--- src/rtl/fetch_ctrl.sv ---
// fetch_ctrl: instruction-fetch sequencer for a synchronous-read instruction
// memory with one cycle of read latency. It owns the PC, issues at most one
// read per cycle, and keeps returning words in a small FIFO. Decode sees the
// FIFO head as a valid/ready stream. Execute can redirect the fetch stream.
//
// Optional feature: define FETCH_BOUNDS_CHK_EN to enable the fetch window
// bounds check. An address outside [IMEM_BASE, IMEM_BASE+IMEM_SIZE) is then
// never issued. Instead, fetch_fault sets and stays set until a redirect to
// an in-range target or a reset. Without the macro, fetch_fault is tied to 0.
//
// Ports:
//   clk, rst_n      clock (rising edge), asynchronous active-low reset
//   fetch_en        allows new reads to be issued
//   redirect_valid  one-cycle redirect strobe; redirect_pc is the target
//                   (bits [1:0] ignored)
//   imem_rd/addr    read strobe and word-aligned byte address to memory
//   imem_instr      read data, valid the cycle after imem_rd
//   instr_valid/ready/instr/instr_pc  FIFO head handshake towards decode
//   fetch_fault     sticky bounds fault
module fetch_ctrl #(
  parameter logic [31:0] RESET_PC  = 32'h0100_0000,
  parameter int          DEPTH     = 2,
  parameter logic [31:0] IMEM_BASE = 32'h0100_0000,
  parameter logic [31:0] IMEM_SIZE = 32'h0000_1000
) (
  input  logic        clk,
  input  logic        rst_n,
  input  logic        fetch_en,
  input  logic        redirect_valid,
  input  logic [31:0] redirect_pc,
  output logic        imem_rd,
  output logic [31:0] imem_addr,
  input  logic [31:0] imem_instr,
  output logic        instr_valid,
  input  logic        instr_ready,
  output logic [31:0] instr,
  output logic [31:0] instr_pc,
  output logic        fetch_fault
);

  localparam int PW = $clog2(DEPTH);
  localparam int CW = PW + 1;
  localparam logic [CW-1:0] DEPTH_C = CW'(DEPTH);

  generate
    if (DEPTH < 2 || (DEPTH & (DEPTH - 1)) != 0) begin : g_depth_chk
      $error("fetch_ctrl: DEPTH must be a power of two and at least 2");
    end
    if (IMEM_SIZE == 32'd0 || IMEM_SIZE[1:0] != 2'b00 || IMEM_BASE[1:0] != 2'b00) begin : g_window_chk
      $error("fetch_ctrl: fetch window must be non-empty and word aligned");
    end
  endgenerate

  logic [31:0]   pc;
  logic          inflight;
  logic [31:0]   inflight_pc;
  logic [31:0]   fifo_instr [DEPTH];
  logic [31:0]   fifo_pc    [DEPTH];
  logic [PW-1:0] wr_ptr;
  logic [PW-1:0] rd_ptr;
  logic [CW-1:0] occ;

  logic          pop;
  logic          push;
  logic          want;
  logic          issue;
  logic [31:0]   tgt;
  logic [31:0]   issue_addr;
  logic [CW-1:0] committed;

`ifdef FETCH_BOUNDS_CHK_EN
  logic fault;
  logic fault_set;
  logic fault_clr;

  function automatic logic in_window(input logic [31:0] a);
    logic [31:0] off;
    off = a - IMEM_BASE;
    return (a >= IMEM_BASE) && (off < IMEM_SIZE);
  endfunction
`endif

  assign instr_valid = (occ != '0);
  // A redirect voids any handshake with the (about to be flushed) head.
  assign pop  = instr_valid & instr_ready & ~redirect_valid;
  assign push = inflight & ~redirect_valid;

  // Issue stage: decide whether a read goes out this cycle and where.
  always_comb begin
    tgt        = {redirect_pc[31:2], 2'b00};
    // Slots already promised: stored words plus the word still in flight,
    // less the one leaving this cycle. A new read needs a free slot.
    committed  = occ + CW'(inflight) - CW'(pop);
    want       = fetch_en & (committed < DEPTH_C);
    issue_addr = pc;
    issue      = 1'b0;
`ifdef FETCH_BOUNDS_CHK_EN
    fault_set  = 1'b0;
    fault_clr  = 1'b0;
    if (redirect_valid) begin
      // The FIFO is flushed, so only the window check can block a redirect.
      issue_addr = tgt;
      issue      = fetch_en & in_window(tgt);
      fault_clr  = in_window(tgt);
      fault_set  = fetch_en & ~in_window(tgt);
    end else begin
      issue      = want & ~fault & in_window(pc);
      fault_set  = want & ~in_window(pc);
    end
`else
    if (redirect_valid) begin
      issue_addr = tgt;
      issue      = fetch_en;
    end else begin
      issue      = want;
    end
`endif
    // The read strobe must stay low while reset is held, with no clock edge.
    issue = issue & rst_n;
  end

  assign imem_rd   = issue;
  assign imem_addr = {issue_addr[31:2], 2'b00};

  // ---- issue -> response boundary: PC, in-flight flag, FIFO control ----
  always_ff @(posedge clk or negedge rst_n) begin
    if (!rst_n) begin
      pc       <= RESET_PC;
      inflight <= 1'b0;
      wr_ptr   <= '0;
      rd_ptr   <= '0;
      occ      <= '0;
    end else begin
      inflight <= issue;
      if (redirect_valid) begin
        pc <= issue ? tgt + 32'd4 : tgt;
      end else if (issue) begin
        pc <= pc + 32'd4;
      end
      if (redirect_valid) begin
        wr_ptr <= '0;
        rd_ptr <= '0;
        occ    <= '0;
      end else begin
        if (push) wr_ptr <= wr_ptr + PW'(1);
        if (pop)  rd_ptr <= rd_ptr + PW'(1);
        occ <= occ + CW'(push) - CW'(pop);
      end
    end
  end

  // ---- response -> FIFO boundary: data storage, no reset needed ----
  always_ff @(posedge clk) begin
    if (issue) inflight_pc <= issue_addr;
    if (push) begin
      fifo_instr[wr_ptr] <= imem_instr;
      fifo_pc[wr_ptr]    <= inflight_pc;
    end
  end

  // Gating on instr_valid drives zeros while empty, including during reset.
  assign instr    = instr_valid ? fifo_instr[rd_ptr] : 32'd0;
  assign instr_pc = instr_valid ? fifo_pc[rd_ptr]    : 32'd0;

`ifdef FETCH_BOUNDS_CHK_EN
  always_ff @(posedge clk or negedge rst_n) begin
    if (!rst_n) begin
      fault <= 1'b0;
    end else if (fault_clr) begin
      fault <= 1'b0;
    end else if (fault_set) begin
      fault <= 1'b1;
    end
  end

  assign fetch_fault = fault;
`else
  assign fetch_fault = 1'b0;
`endif

endmodule

--- config.mk ---
export PLATFORM = sky130hd
export DESIGN_NAME = fetch_ctrl
export DESIGN_NICKNAME = d
export VERILOG_FILES = /design/src/rtl/fetch_ctrl.sv
export SDC_FILE = /design/constraint.sdc
export NUM_CORES = 1
export LEC_CHECK = 0
export CAP_MARGIN = 25
export CORE_MARGIN = 2
export CORE_UTILIZATION = 45
export DETAILED_ROUTE_END_ITERATION = 16
export PLACE_DENSITY = 0.77
export REMOVE_ABC_BUFFERS = 1
export SYNTH_ARGS = -nofsm -noshare
export SYNTH_HDL_FRONTEND = slang
export SYNTH_SLANG_ARGS = --single-unit
--- constraint.sdc ---
create_clock -name clk -period 11.8 [get_ports clk]
set_clock_uncertainty 0.05 [all_clocks]
set_input_delay 1.77 -clock clk [delete_from_list [all_inputs] [get_ports clk]]
set_output_delay 1.77 -clock clk [all_outputs]
set_load 0.03 [all_outputs]
## Yosys cells after proc, flatten, opt, wreduce, memory -nomap -nowiden

Memory sizes are Yosys's and may differ from the RTL's.
Index checks and enable logic that the tools add are counted.

| storage, ports and cells | value |
|---|---|
| flip-flop bits (word level) | 69 |
| bits in writable memories | 128 |
| input port bits | 69 |
| output and inout port bits | 99 |
| logic and storage cells | 42 |
| memories | 2 |

| cells by class | value |
|---|---|
| add/subtract/negate cells | 8 |
| magnitude comparators | 1 |
| multiplexer cells | 14 |
| bitwise logic cells | 6 |
| reduce and logical (&&, ||, !) cells | 4 |

Memory list:

| memory | depth | width | read ports | clocked after Yosys merged registers in | wr ports | RTL line | source |
|---|---|---|---|---|---|---|---|
| fifo_instr | 2 | 32 | 1 | 0 | 1 | 57 | `logic [31:0] fifo_instr [DEPTH];` |
| fifo_pc | 2 | 32 | 1 | 0 | 1 | 58 | `logic [31:0] fifo_pc [DEPTH];` |

Operators by type and width:

| kind | count |
|---|---|
| $mux 32 | 6 |
| $add 32x3->32 const B | 2 |
| $reduce_bool 2->1 | 4 |
| $mux 1 | 7 |
| $and 1x1->1 | 5 |
| $add 2x1->2 | 2 |
| $sub 2x1->2 | 2 |
| $add 1x1->1 const B | 2 |
| $lt 2x2->1 const B | 1 |
| $mux 2 | 1 |
| $not 1->1 | 1 |

## Depth between registers and ports, before layout

| logic depth | value |
|---|---|
| depth after elaboration | 10 |
| mapped depth | 11 |
| depth with buffers taken out | 10 |

## Worst setup path after synthesis

Ideal clock, no wire load.

| timing | value |
|---|---|
| path kind | input -> output |
| start | in redirect_valid |
| end | out imem_rd |
| arrival time | 4.825 ns |
| required time | 9.980 ns |
| setup slack | 5.155 ns |
| cell stages on the path | 9 |
| buffers on the path | 4 |
| path through | clkbuf_1 clkbuf_1 clkbuf_1 nor2_1 ha_1 and2b_1 xnor2_4 buf_4 a21oi_2 |

| between the ends | value |
|---|---|
| longest elaborated chain between the ends | 7 |

RTL lines:

| item | RTL line | source |
|---|---|---|
| start: declaration | 29 | `input logic redirect_valid,` |
| $not 1->1 | 85 | `assign pop = instr_valid & instr_ready & ~redirect_valid;` |
| $and 1x1->1 | 85 |  |
| $sub 2x1->2 | 93 | `committed = occ + CW'(inflight) - CW'(pop);` |
| $lt 2x2->1 | 94 | `want = fetch_en & (committed < DEPTH_C);` |
| $and 1x1->1 | 94 |  |
| $mux 1 * | 111 | `if (redirect_valid) begin` |
| $and 1x1->1 * | 119 | `issue = issue & rst_n;` |
| end: declaration | 31 | `output logic imem_rd,` |

Mark *: on every way between the ends. The rest lies on a longest branch, timed or not.

## Worst setup path in the final report

| timing | value |
|---|---|
| start | in instr_ready |
| end | out imem_rd |

| between the ends | value |
|---|---|
| longest elaborated chain between the ends | 7 |

RTL lines:

| item | RTL line | source |
|---|---|---|
| start: declaration | 35 | `input logic instr_ready,` |
| $and 1x1->1 (2 in series) | 85 |  |
| $sub 2x1->2 | 93 |  |
| $lt 2x2->1 | 94 |  |
| $and 1x1->1 | 94 |  |
| $mux 1 | 111 |  |
| $and 1x1->1 | 119 |  |

Every way passes these cells.

==> summary.txt <==
Yosys
  – Number of synthesized flops with an enable pin: around 150
  – Async SR Flop Fraction: 18.5%
  – Top cells by area, synth: edfxtp_1, dfrtp_1, mux2i_1, nor2_1, mux2_2
  – Seq/Total Area, Yosys: slightly above 60%
  – Synth warn: 0
  – Share of the synthesized area in the top cell type: 51.6%
  – FF+latch count, synth: ~190
  – Syn Area/Cell: between 10 and 15 um^2
  – Synth area leader: edfxtp_1
  – Count of cell types in the netlist: 54
  – Synthesized instance count: approximately 700
  – Synthesized cell area: approximately 9000 um^2
  – Leading cell types by count after synthesis: edfxtp_1, nor2_1, mux2i_1
  – Ys flop type: edfxtp_1
  – Most numerous cell in the Yosys netlist: edfxtp_1

Global routing
  – Vias in the first global route: about 6100
  – Congestion Overflow GR: 0
  – Initial antenna violation count: 0
  – GRT Overall Usage: between 10% and 20%
  – Largest net degree at the start of global routing: 82
  – First-pass GRT wire length: roughly 33 mm

Die
  – Top-Level Pins: around 170
  – Chip width: 145 um
  – Die Y: between 100 and 150 um
  – Row cnt: 51
  – Placeable Area: between 15000 and 20000 um^2
  – Initial core utilization: 45.9%
  – Die area: 21100 um^2

Placed design
  – I/O Buffers: 160
  – Post-DP HPWL: 13.4 mm
  – RePlAce Congestion: 0.838

Worst hold path
  – Hold Path Class: reg2reg

Cells and area
  – Ant. Diodes: 0
  – Multi-input logic area: approximately 3300 um^2
  – # fillers: between 1500 and 2000
  – Final #Nets: 900
  – Synth-to-Final Area Change: 27.1%
  – Layout cell share with drive strength beyond 1: under 10%
  – Seq. cell area: 5510 um^2
  – Util after Layout: between 50% and 60%

Clocking
  – Maximum buffer depth of the clock tree: 2
  – Post-cts sizing count: 0
  – Total clock sinks: approximately 190
  – Clock-pin slew on the worst setup and hold paths: 0.07 ns
  – Clock root buffer: clkbuf_16
  – Clock Latency Late Sink: 0.42 ns
  – CTS Hold Buffers Added: 0
  – H-Tree Depth: 4
  – CTS tree: yes
  – Post-CTS Repair Setup Buffers: 0
  – CTS Buf Count: 17

Worst setup path
  – Startpoint class of the critical path: input pin
  – Endpoint class of the critical path: output port
  – Biggest cell delay along the critical path: 0.62 ns
  – CP arrival: roughly 4.2 ns
  – Critical path class: in2out
  – Top cell by count, worst path: clkdlybuf4s50_1
  – CP max FO: 17
  – Cell Chain, Critical Path: clkdlybuf4s50_1 > nand2_1 > nor2_1 > ha_1 > and2b_1 > xnor2_4 > a21oi_4 > clkdlybuf4s50_1
  – Crit-path slowest cell: clkdlybuf4s50_1
  – CP required: roughly 10 ns

STA
  – Peak Freq: 165 MHz
  – Fin. Hold Viols: 0
  – Unrepaired setup endpoints after global routing: no
  – Period minus WS final: roughly 6 ns
  – Total negative slack: 0 ns
  – Least-Margin Pin Slew: 0.903 ns
  – Slew Viols, Final: 0
  – Final setup viols: 0
  – Slew margin rel.: around 40%
  – Fin crit share: about 51%

Route
  – Residual DRC count: 0
  – Iteration count of the initial detailed-routing pass: 5
  – Post-detailed-route wirelength per cell: about 18 um
  – Total number of vias: between 6000 and 7000
  – Post-Route WL: ~20 mm
  – Drt first-iter violations: around 430
  – DRT antenna net count: 0
  – Via-to-Cell Ratio: between 5 and 6

Power
  – VDD IR max: about 95 uV
  – P_leak: around 0.0038 uW
  – Pwr/cell area: 150 nW/um^2

Status
  – Status: completed

Flow run
  – Max-cap viol count: 0
[cell type report]
| class | instances | share of cell area, % |
|---|---|---|
| clock buffers | 18 | 3.76 |
| clock inverters | 14 | 1.55 |
| inverters | 8 | 0.263 |
| multi-input cells | 441 | 28.6 |
| flip-flops and latches | 189 | 48.3 |
| well taps | 265 | 2.91 |
| repair buffers | 169 | 14.6 |
[worst max-delay path: cells and delay by family]
kind            cells  cell delay [ns]
buf+inv             2             1.02
simple gates        3             0.42
xor+xnor            1             0.60
compound gates      1             0.14
fa+ha+maj           1             0.28
[placed cells by master (no fill, tap or decap), types with 11 or more instances in the layout]
cell               n
clkdlybuf4s50_1  158
edfxtp_1         154
nor2_1            82
mux2i_1           79
dfrtp_1           33
nand2_1           28
xor2_1            24
nand3_1           24
mux2_2            19
o211ai_1          18
clkbuf_16         17
o2111ai_1         16
and4_1            13
and3_1            11
[where the power goes]
| group | leakage (uW) | switching, uW | internal (uW) |
|---|---|---|---|
| Sequential | 0.00183 | 25.6 | 759 |
| Combinational | 0.00171 | 203 | 137 |
| Clock | 0.000287 | 261 | 322 |
| Total | 0.00383 | 489 | 1220 |
[registers in the layout (all words and copies together), names as in the netlist]
signal	flops
fifo_instr	64
fifo_pc	60
inflight_pc	30
pc	30
occ	2
inflight	1
rd_ptr	1
wr_ptr	1
[cells by family (layout without fill, tap and decap cells)]
group           count (synthesis)  in the layout  share of synthesized area (%)
other cells                     1              5                         0.0418
compound gates                 82             82                           7.73
flops                         189            189                           61.3
mux                            99             99                           11.3
buf+inv                        55            209                           2.68
xor+xnor                       36             36                           4.02
fa+ha+maj                       5              5                          0.698
simple gates                  214            214                           12.2
[path summary, 6_finish.rpt]
| path | depth (start not counted) | endpoint | slack, ns | from |
|---|---|---|---|---|
| max | 8 | imem_rd | 5.74 | instr_ready |
| min | 0 | fifo_pc[1][31] | 0.39 | inflight_pc[31] |
| max reg2reg | 11 | pc[18] | 8.71 | occ[1] |
| min reg2reg | 0 | fifo_pc[1][31] | 0.39 | inflight_pc[31] |
| max in group asynchronous | 2 | rd_ptr | 9.93 | rst_n |
| min in group asynchronous | 2 | pc[23] | 1.35 | rst_n |
[metal layers]
layer / global-route usage (%) / wire [um] / vias to the layer above / part of all wire [%]
li1: - / - / 2872 / -
met1: 25.7 / 8970 / 2910 / 44
met2: 33.2 / 9990 / 227 / 49
met3: 3.84 / 1050 / 24 / 5.1
met4: 6.42 / 379 / 0 / 1.9
met5: 0 / 0 / - / 0
[stage by stage]
step / setup slack [ns] / std cells / area, um^2 / power (uW) / hold slack, ns
after floorplan: 4.53 / 638 / 8770 / 990 / 0.371
after global placement: 5.75 / 1072 / 10800 / 1130 / 0.372
after detailed placement: 5.74 / 1072 / 10800 / 1140 / 0.380
after CTS: 5.73 / 1104 / 11400 / 1720 / 0.396
after global routing: 5.60 / 1104 / 11400 / 1770 / 0.409
final: 5.74 / 1104 / 11400 / 1710 / 0.392
Note: power is estimated with default switching activity, not from simulation.
